--- src/rtl/ltc2308_reader_if.sv ---
// User-side request/result bundle of the LTC2308 reader.
interface ltc2308_reader_if;
    logic        start_i;
    logic [2:0]  channel_i;
    logic        busy_o;
    logic        valid_o;
    logic [11:0] data_o;

    modport master (output start_i, channel_i, input busy_o, valid_o, data_o);
    modport slave  (input start_i, channel_i, output busy_o, valid_o, data_o);
endinterface

--- src/rtl/ltc2308_reader.sv ---
// LTC2308 SAR ADC reader: CONVST pulse, then 12 SCK periods that send the
// 6-bit config word on SDI while capturing the 12-bit result from SDO.
module ltc2308_reader #(
    parameter int CLK_DIV     = 2,
    parameter int CONV_CYCLES = 80
) (
    input  logic            clk,
    input  logic            reset,
    ltc2308_reader_if.slave ctl,
    output logic            adc_convst_o,
    output logic            adc_sck_o,
    output logic            adc_sdi_o,
    input  logic            adc_sdo_i
);

    localparam int CW = (CONV_CYCLES > 1) ? $clog2(CONV_CYCLES) : 1;
    localparam int DW = (CLK_DIV > 1) ? $clog2(CLK_DIV) : 1;
    localparam logic [CW-1:0] CONV_LAST = CW'(CONV_CYCLES - 1);
    localparam logic [DW-1:0] DIV_LAST  = DW'(CLK_DIV - 1);

    typedef enum logic [1:0] {IDLE, CONV, SHIFT, DONE} state_t;

    state_t        state;
    logic [CW-1:0] conv_cnt;
    logic [DW-1:0] div_cnt;
    logic          sck_hi;
    logic [3:0]    bit_idx;
    logic [2:0]    ch_q;
    logic [10:0]   shreg;

    // SDI bit idx (0 = first on the wire): S/D, O/S, S1, S0, UNI, SLP, then zeros
    function automatic logic cfg_bit(input logic [2:0] ch, input logic [3:0] idx);
        logic [11:0] word;
        word = {1'b1, ch[0], ch[2], ch[1], 1'b1, 1'b0, 6'b000000};
        return word[4'd11 - idx];
    endfunction

    always_ff @(posedge clk or negedge reset) begin
        if (!reset) begin
            state        <= IDLE;
            conv_cnt     <= '0;
            div_cnt      <= '0;
            sck_hi       <= 1'b0;
            bit_idx      <= '0;
            ch_q         <= '0;
            shreg        <= '0;
            ctl.busy_o   <= 1'b0;
            ctl.valid_o  <= 1'b0;
            ctl.data_o   <= '0;
            adc_convst_o <= 1'b0;
            adc_sck_o    <= 1'b0;
            adc_sdi_o    <= 1'b0;
        end else begin
            ctl.valid_o <= 1'b0;
            case (state)
                IDLE, DONE: begin
                    if (ctl.start_i) begin
                        state        <= CONV;
                        ch_q         <= ctl.channel_i;
                        conv_cnt     <= '0;
                        adc_convst_o <= 1'b1;
                        ctl.busy_o   <= 1'b1;
                    end else begin
                        state <= IDLE;
                    end
                end
                CONV: begin
                    if (conv_cnt == CONV_LAST) begin
                        state        <= SHIFT;
                        adc_convst_o <= 1'b0;
                        adc_sdi_o    <= cfg_bit(ch_q, 4'd0);
                        div_cnt      <= '0;
                        sck_hi       <= 1'b0;
                        bit_idx      <= '0;
                    end else begin
                        conv_cnt <= conv_cnt + 1'b1;
                    end
                end
                SHIFT: begin
                    if (div_cnt != DIV_LAST) begin
                        div_cnt <= div_cnt + 1'b1;
                    end else if (!sck_hi) begin
                        div_cnt   <= '0;
                        adc_sck_o <= 1'b1;
                        sck_hi    <= 1'b1;
                    end else begin
                        // End of high phase: SCK falls and SDO is captured here
                        div_cnt   <= '0;
                        adc_sck_o <= 1'b0;
                        sck_hi    <= 1'b0;
                        shreg     <= {shreg[9:0], adc_sdo_i};
                        if (bit_idx == 4'd11) begin
                            state       <= DONE;
                            ctl.valid_o <= 1'b1;
                            ctl.data_o  <= {shreg, adc_sdo_i};
                            ctl.busy_o  <= 1'b0;
                            adc_sdi_o   <= 1'b0;
                        end else begin
                            bit_idx   <= bit_idx + 4'd1;
                            adc_sdi_o <= cfg_bit(ch_q, bit_idx + 4'd1);
                        end
                    end
                end
                default: state <= IDLE;
            endcase
        end
    end

endmodule

--- src/flat_wrapper.sv ---
// flat-port wrapper written by rule: the top's interface ports become plain ports
module ltc2308_reader_flat 
#(
    parameter int CLK_DIV     = 2,
    parameter int CONV_CYCLES = 80
)
  (clk, reset, adc_convst_o, adc_sck_o, adc_sdi_o, adc_sdo_i, ctl_start_i, ctl_channel_i, ctl_busy_o, ctl_valid_o, ctl_data_o);
  ltc2308_reader_if ctl_i ();
  input  logic clk;
  input  logic reset;
  output logic adc_convst_o;
  output logic adc_sck_o;
  output logic adc_sdi_o;
  input  logic adc_sdo_i;
  input wire logic [$bits(ctl_i.start_i)-1:0] ctl_start_i;
  input wire logic [$bits(ctl_i.channel_i)-1:0] ctl_channel_i;
  output wire logic [$bits(ctl_i.busy_o)-1:0] ctl_busy_o;
  output wire logic [$bits(ctl_i.valid_o)-1:0] ctl_valid_o;
  output wire logic [$bits(ctl_i.data_o)-1:0] ctl_data_o;
  assign ctl_i.start_i = ctl_start_i;
  assign ctl_i.channel_i = ctl_channel_i;
  assign ctl_busy_o = ctl_i.busy_o;
  assign ctl_valid_o = ctl_i.valid_o;
  assign ctl_data_o = ctl_i.data_o;
  ltc2308_reader #(.CLK_DIV(CLK_DIV), .CONV_CYCLES(CONV_CYCLES)) u_core (.clk(clk), .reset(reset), .ctl(ctl_i), .adc_convst_o(adc_convst_o), .adc_sck_o(adc_sck_o), .adc_sdi_o(adc_sdi_o), .adc_sdo_i(adc_sdo_i));
endmodule
--- config.mk ---
export PLATFORM = sky130hd
export DESIGN_NAME = ltc2308_reader_flat
export DESIGN_NICKNAME = d
export VERILOG_FILES = /design/src/rtl/ltc2308_reader_if.sv /design/src/rtl/ltc2308_reader.sv /design/src/flat_wrapper.sv
export SDC_FILE = /design/constraint.sdc
export NUM_CORES = 1
export LEC_CHECK = 0
export BUFFER_PORTS_ARGS = -buffer_cell sky130_fd_sc_hd__buf_2
export CORE_UTILIZATION = 50
export DETAILED_ROUTE_END_ITERATION = 12
export PLACE_DENSITY = 0.67
export SLEW_MARGIN = 20
export SYNTH_ARGS = -nofsm -noshare
export SYNTH_HDL_FRONTEND = slang
export SYNTH_SLANG_ARGS = --single-unit
--- constraint.sdc ---
create_clock -name clk -period 2.13 [get_ports clk]
set_input_delay 0.5325 -clock clk [delete_from_list [all_inputs] [get_ports clk]]
set_output_delay 0.5325 -clock clk [all_outputs]
set_load 0.005 [all_outputs]
==> results of run 1 <==
-- worst paths after layout --
kind	start	to	slack, ns	cells past startpoint
max	u_core.state[0]	u_core.bit_idx[2]	0.27	7
min	reset	u_core.conv_cnt[3]	0.20	2
max reg2reg	u_core.state[0]	u_core.bit_idx[2]	0.27	7
min reg2reg	u_core.adc_sck_o	u_core.adc_sck_o	0.49	2
max in group asynchronous	reset	u_core.ctl.data_o[10]	1.72	2
min in group clk	ctl_channel_i[0]	u_core.ch_q[0]	0.46	2
-- cell usage in the layout, fill, tap and decap left out, types with 2 or more instances in the layout --
cell type | synthesis | final
buf_4 | 1 | 6
o21ai_1 | 8 | 8
ha_1 | 5 | 5
or3_1 | 3 | 3
dfrtp_1 | 46 | 46
a31oi_1 | 3 | 3
nor2_1 | 8 | 8
o21ai_0 | 15 | 15
and3_1 | 2 | 2
inv_1 | 7 | 7
nand3b_1 | 2 | 2
nand2_1 | 13 | 13
clkbuf_8 | 0 | 5
nand3_1 | 9 | 9
mux2i_1 | 3 | 3
nand2b_1 | 4 | 4
a21oi_1 | 5 | 5
inv_6 | 0 | 2
buf_2 | 4 | 23
a22o_1 | 9 | 9
mux2_2 | 28 | 28
-- sequential cells by signal (all words and copies together), names as in the netlist --
| name | cells |
|---|---|
| u_core.sck_hi | 1 |
| u_core.adc_sck_o | 1 |
| u_core.ctl.data_o | 12 |
| u_core.state | 2 |
| u_core.bit_idx | 4 |
| u_core.adc_convst_o | 1 |
| u_core.shreg | 11 |
| u_core.div_cnt | 1 |
| u_core.adc_sdi_o | 1 |
| u_core.conv_cnt | 7 |
| u_core.ctl.busy_o | 1 |
| u_core.ch_q | 3 |
| u_core.ctl.valid_o | 1 |
-- area by class of cell --
type                            instances  share of cell area (%)
Clock buffer                            5                    2.75
Clock inverter                          3                   0.899
Inverter                                7                    1.05
Multi-Input combinational cell        134                    39.7
Sequential cell                        46                    45.9
Tap cell                               50                    2.50
Timing Repair Buffer                   30                    7.19
-- power by group through the flow --
stage	Clock, mW	Combinational, mW	Sequential [mW]
3_3_place_gp	0	0.0290	0.891
2_1_floorplan	0	0.00128	0.891
6_report	0.546	0.0283	0.874
3_5_place_dp	0	0.0303	0.892
5_1_grt	0.591	0.0337	0.874
4_1_cts	0.563	0.0304	0.874
-- stage by stage --
| step | hold slack, ns | std cells | total power, mW |
|---|---|---|---|
| 6_report | 0.203 | 275 | 1.45 |
| 2_1_floorplan | 0.237 | 195 | 0.893 |
| 4_1_cts | 0.209 | 275 | 1.47 |
| 5_1_grt | 0.222 | 275 | 1.50 |
| 3_5_place_dp | 0.476 | 267 | 0.922 |
| 3_3_place_gp | 0.464 | 267 | 0.920 |
-- kinds of logic after synthesis --
family          Yosys count  synth area share [%]
mux                      32                  16.3
simple gates             47                  10.8
buf+inv                  15                  2.94
fa+ha+maj                 5                  2.83
compound gates           50                  15.1
flops                    46                  52.1
-- worst max-delay path, delay by kind of cell (launching register included) --
kind	cells	cell delay, ns
AO/OA/AOI/OAI	3	0.54
adder cells (fa/ha/maj)	1	0.43
flip-flops	1	0.39
buffers and inverters	2	0.24
AND/OR/NAND/NOR	1	0.19
-- per-layer routing --
layer,GRT usage [%],up-vias
met4,10.7,0
met2,33.7,40
met3,6.25,8
li1,-,767
met1,26.6,774
met5,0,-
==> qor.csv, run 1 <==
stage;metric;value;unit
synthesis;Synth async-reset ratio;100;%
critical_path;crit-path max FO;13;
synthesis;area of the mapped netlist;0.00221;mm²
timing;fmax;0.538;GHz
floorplan;die height;68.5;µm
cts;total clock sinks;46;
grt;first-pass GRT wire length;7280;µm
cts;CTS tree;yes;
cells_and_area;ant diodes;0;
grt;number of global-route vias before repair;1592;
timing;actual slew at the worst max-slew pin;0.468;ns
pwr;PwrDens;578;mW/mm²
pwr;Clock Power Share;37.7;%
place;DP Area;0.00241;mm²
critical_path;WP data arrival;2.10;ns
cells_and_area;share of cells above drive strength 1;31.6;%
place;Post-Place Setup Slack;0.288;ns
cts;clk root buf;clkbuf_8;
detailed_routing;drt via density;5.78;
synthesis;Synth area leader;dfrtp_1;
synthesis;post-synth cell types;37;
cts;Worst-path clk slew;0.09;ns
detailed_routing;metal1 wirelength;1910;µm
floorplan;Die X;68.5;µm
grt;antenna violations before repair;0;
detailed_routing;1st-pass router iterations;4;
cts;PostCTS Resize Cnt;0;
pwr;Sw Ratio;22.7;%
detailed_routing;drt drc;0;
place;GPL Wtd Cong;0.858;
floorplan;# IOs;24;
outcome;outcome;finished, final reports clean;
timing;Final Hold Fails;0;
synthesis;Synth area leaders;dfrtp_1 52%, mux2_2 14%, a22o_1 3.6%, o21ai_0 3.4%, ha_1 2.8%;
timing;Worst Clk Skew;0.00723;ns
detailed_routing;Initial DRC Count;180;
cts;clk_lat worst skew;0.30;ns
critical_path;Largest stage delay, worst path;0.43;ns
cells_and_area;area grow syn2layout;13.4;%
critical_path;Crit Path Category;register to register;
cts;Setup Buffers After CTS;0;
timing;fin. max-slew vios;0;
timing;PnR worst setup slack;0.270;ns
synthesis;Synth Warn #;0;
cells_and_area;layout net count;236;
synthesis;synth cell count leaders;46 x dfrtp_1, 28 x mux2_2, 15 x o21ai_0;
floorplan;Rows;23;
min_path;Hold Path Class;input pin to asynchronous set/reset pin;
floorplan;Die ar.;0.00469;mm²
synthesis;#FFs+latches synth;46;
cells_and_area;Fill cells;360;
cells_and_area;design area;0.00251;mm²
cells_and_area;Storage cell area;0.00115;mm²
cts;Inserted Clock Buffers;5;
cts;Hold Buf Count CTS;0;
pwr;Logic pwr share;2.0;%
cts;H-tree depth;2;
pwr;Max VDD drop;0.312;mV
place;post-detail-place hpwl;2900;µm
grt;gr ovfl total;0;
synthesis;Mean Syn Cell Area;11.3;µm²
critical_path;Worst setup SP type;register;
synthesis;syn nets;207;
detailed_routing;met3 wire length;188;µm
place;Port Buf Inserts;23;
grt;global-route usage over all layers;21.3;%
floorplan;Starting Density;53.7;%
pwr;Seq pwr share;60.3;%
cts;clk buf depth;2;
run;maxcap violations;0;
cells_and_area;area of the multi-input gates;995;µm²
synthesis;number of synthesized flops with an enable pin;0;
pwr;NetSw;329;µW
critical_path;worst-path cell chain;inv_1 > ha_1 > nor2_1 > a41oi_2 > buf_4 > o41ai_1 > a22o_1;
timing;RSZ-0062 raised after global routing;false;
detailed_routing;highest routed layer;met4;
timing;Slew HR;68.6;%
detailed_routing;WL met2;2010;µm
cells_and_area;Final Util;60.9;%
synthesis;Synth Instances;195;
critical_path;Critical Path Slowest Stage Cell;ha_1;
critical_path;Worst EP required;2.37;ns
synthesis;ys flop type;dfrtp_1;
detailed_routing;total number of vias;1589;
timing;Final Setup Violations;0;
detailed_routing;final wirelength;4190;µm
pwr;Int Power;1.12;mW
synthesis;count leader, synth;dfrtp_1;
detailed_routing;post-route ant nets;0;
timing;Tcrit/Tclk final;87.3;%
grt;maximum number of pins on one net before global-route repair;47;
synthesis;post-synth top area share;52.1;%
pwr;LEAKAGE;1.24;nW
timing;setup tns final;0;ns
critical_path;CP Capture Type;register;
floorplan;Core Box Area;0.00412;mm²
synthesis;register area share after synthesis;52.1;%
detailed_routing;DR WL/cell;15.2;µm
timing;fin crit period;1.86;ns
Note: power is estimated with default switching activity, not from simulation.
==> run 2, diff against run 1 <==
BUFFER_PORTS_ARGS = -buffer_cell sky130_fd_sc_hd__clkbuf_2   (was -buffer_cell sky130_fd_sc_hd__buf_2)
==> run 2 against run 1 <==
Against the previous run: clock-buffer cell count is the same; final cell count increased by 0.36%; combinational power decreased by 5%; power fell by 0.20%; die area is the same; via count shrank 0.19%; clock power barely moved; register-to-register slack is essentially flat; critical path type unchanged; largest cell class unchanged; highest routed layer unchanged.
==> qor.csv, run 2 (synthesis results as in run 1) <==
stage;metric;value;unit;change
floorplan;# IOs;24;;unchanged
timing;actual slew at the worst max-slew pin;0.467;ns;was 0.468 ns
detailed_routing;drt via density;5.75;;was 5.78
outcome;outcome;finished, final reports clean;;unchanged
pwr;Clock Power Share;37.7;%;about the same
floorplan;Die ar.;0.00469;mm²;unchanged
detailed_routing;post-route ant nets;0;;unchanged
pwr;Logic pwr share;1.9;%;was 2.0%
timing;Final Hold Fails;0;;unchanged
critical_path;Reg-to-Reg End;u_core.bit_idx[2];;unchanged
timing;fin. max-slew vios;0;;unchanged
critical_path;Crit Path Category;register to register;;unchanged
pwr;Seq pwr share;60.5;%;was 60.3%
critical_path;CP Capture Type;register;;unchanged
pwr;Int Power;1.12;mW;about the same
cts;total clock sinks;46;;unchanged
run;maxcap violations;0;;unchanged
place;post-detail-place hpwl;2980;µm;was 2900 µm
timing;Slew HR;68.6;%;about the same
cells_and_area;commonest non-fill, non-tap cell in the layout;dfrtp_1;;unchanged
timing;RSZ-0062 raised after global routing;false;;unchanged
critical_path;WP data arrival;2.11;ns;was 2.10 ns
pwr;total power;1.45;mW;about the same
grt;number of global-route vias before repair;1586;;was 1592
cells_and_area;number of flip-flops in the largest register;12;;unchanged
detailed_routing;Initial DRC Count;155;;was 180
pwr;LEAKAGE;1.22;nW;was 1.24 nW
floorplan;Die X;68.5;µm;unchanged
pwr;PwrDens;577;mW/mm²;was 578 mW/mm²
timing;Worst Clk Skew;0.00740;ns;was 0.00723 ns
critical_path;crit-path max FO;13;;unchanged
grt;gr ovfl total;0;;unchanged
critical_path;Reg2Reg Setup Slack;0.26;ns;was 0.27 ns
cells_and_area;share of cells above drive strength 1;31.9;%;was 31.6%
critical_path;reg2reg path depth;7;;unchanged
grt;maximum number of pins on one net before global-route repair;19;;was 47
min_path;Hold Path Class;input pin to asynchronous set/reset pin;;unchanged
pwr;NetSw;328;µW;was 329 µW
timing;fin crit period;1.87;ns;was 1.86 ns
floorplan;Core Box Area;0.00412;mm²;unchanged
cts;Setup Buffers After CTS;0;;unchanged
cells_and_area;area grow syn2layout;13.2;%;was 13.4%
cells_and_area;layout net count;237;;was 236
detailed_routing;1st-pass router iterations;4;;unchanged
critical_path;Worst EP required;2.37;ns;about the same
critical_path;r2r startpoint;u_core.state[0];;unchanged
floorplan;Starting Density;53.7;%;unchanged
cells_and_area;most frequent cells in the layout;46 x dfrtp_1, 28 x mux2_2, 23 x clkbuf_2;;was 46 x dfrtp_1, 28 x mux2_2, 23 x buf_2
detailed_routing;drt drc;0;;unchanged
detailed_routing;DR WL/cell;14.8;µm;was 15.2 µm
cells_and_area;Most flops, register;u_core.ctl.data_o;;unchanged
grt;antenna violations before repair;0;;unchanged
place;Port Buf Inserts;23;;unchanged
timing;setup tns final;0;ns;unchanged
cts;CTS tree;yes;;unchanged
detailed_routing;final wirelength;4090;µm;was 4190 µm
cts;PostCTS Resize Cnt;0;;unchanged
cts;clk buf depth;2;;unchanged
floorplan;die height;68.5;µm;unchanged
cts;Worst-path clk slew;0.09;ns;about the same
timing;Tcrit/Tclk final;87.6;%;was 87.3%
cells_and_area;ant diodes;0;;unchanged
cts;Hold Buf Count CTS;0;;unchanged
grt;first-pass GRT wire length;7010;µm;was 7280 µm
cts;H-tree depth;2;;unchanged
critical_path;Worst setup SP type;register;;unchanged
pwr;Max VDD drop;0.471;mV;was 0.312 mV
timing;fmax;0.536;GHz;was 0.538 GHz
cells_and_area;Largest regs;u_core.ctl.data_o (12), u_core.shreg (11), u_core.conv_cnt (7);;unchanged
detailed_routing;total number of vias;1586;;was 1589
place;GPL Wtd Cong;0.837;;was 0.858
cts;clk root buf;clkbuf_8;;unchanged
timing;Final Setup Violations;0;;unchanged
cts;clk_lat worst skew;0.30;ns;about the same
cells_and_area;Fill cells;358;;was 360
floorplan;Rows;23;;unchanged
pwr;Sw Ratio;22.7;%;about the same
cts;Inserted Clock Buffers;5;;unchanged
grt;global-route usage over all layers;20.5;%;was 21.3%
-- run 2: final cells by class --
type                            count  area (µm²)  area share (%)
Sequential cell                    46        1150            46.0
Inverter                            7        26.3            1.05
Multi-Input combinational cell    134         995            39.7
Timing Repair Buffer               31         175            7.00
Clock inverter                      3        25.0            1.00
Clock buffer                        5        68.8            2.75
Tap cell                           50        62.6            2.50
-- run 2: worst max-delay path: stages (launching register included) --
cell	delay, ns
dfrtp_1	0.38
inv_1	0.06
ha_1	0.43
inv_1	0.13
a41oi_2	0.09
buf_4	0.20
o41ai_1	0.34
a22o_1	0.18
-- run 2: how the worst max path moves through the flow --
stage / depth (start not counted) / slack [ns] / startpoint / endpoint
floorplan: 5 / 0.43 / u_core.bit_idx[1] / u_core.ctl.data_o[0]
global placement: 6 / 0.32 / u_core.state[0] / u_core.conv_cnt[5]
detailed placement: 7 / 0.30 / u_core.state[0] / u_core.bit_idx[2]
CTS: 7 / 0.27 / u_core.state[0] / u_core.bit_idx[2]
global route: 7 / 0.12 / u_core.state[0] / u_core.bit_idx[2]
finish: 7 / 0.26 / u_core.state[0] / u_core.bit_idx[2]
-- run 2: metal layers --
metal | global-route usage (%) | wire [µm] | part of all wire (%)
met2 | 33.9 | 2020 | 49
met3 | 4.28 | 153 | 3.7
met4 | 10.7 | 63 | 1.5
met5 | 0 | 0 | 0
met1 | 25.0 | 1850 | 45
-- run 2: metrics by stage --
step                      utilization, %  area [µm²]  setup slack (ns)  cells  hold slack [ns]
after floorplan                        -        2210             0.429    195            0.237
after global placement              58.6        2410             0.320    268            0.469
after detailed placement            58.6        2410             0.301    268            0.487
after CTS                           60.8        2500             0.268    276            0.180
after global routing                60.8        2500             0.120    276            0.201
final                               60.8        2500             0.264    276            0.161
-- run 2: power by group through the flow --
stage | logic [mW] | registers, mW | clock network, mW
floorplan | 0.00128 | 0.891 | 0
global placement | 0.0272 | 0.891 | 0
detailed placement | 0.0286 | 0.891 | 0
CTS | 0.0285 | 0.874 | 0.560
global route | 0.0321 | 0.874 | 0.593
finish | 0.0268 | 0.874 | 0.545
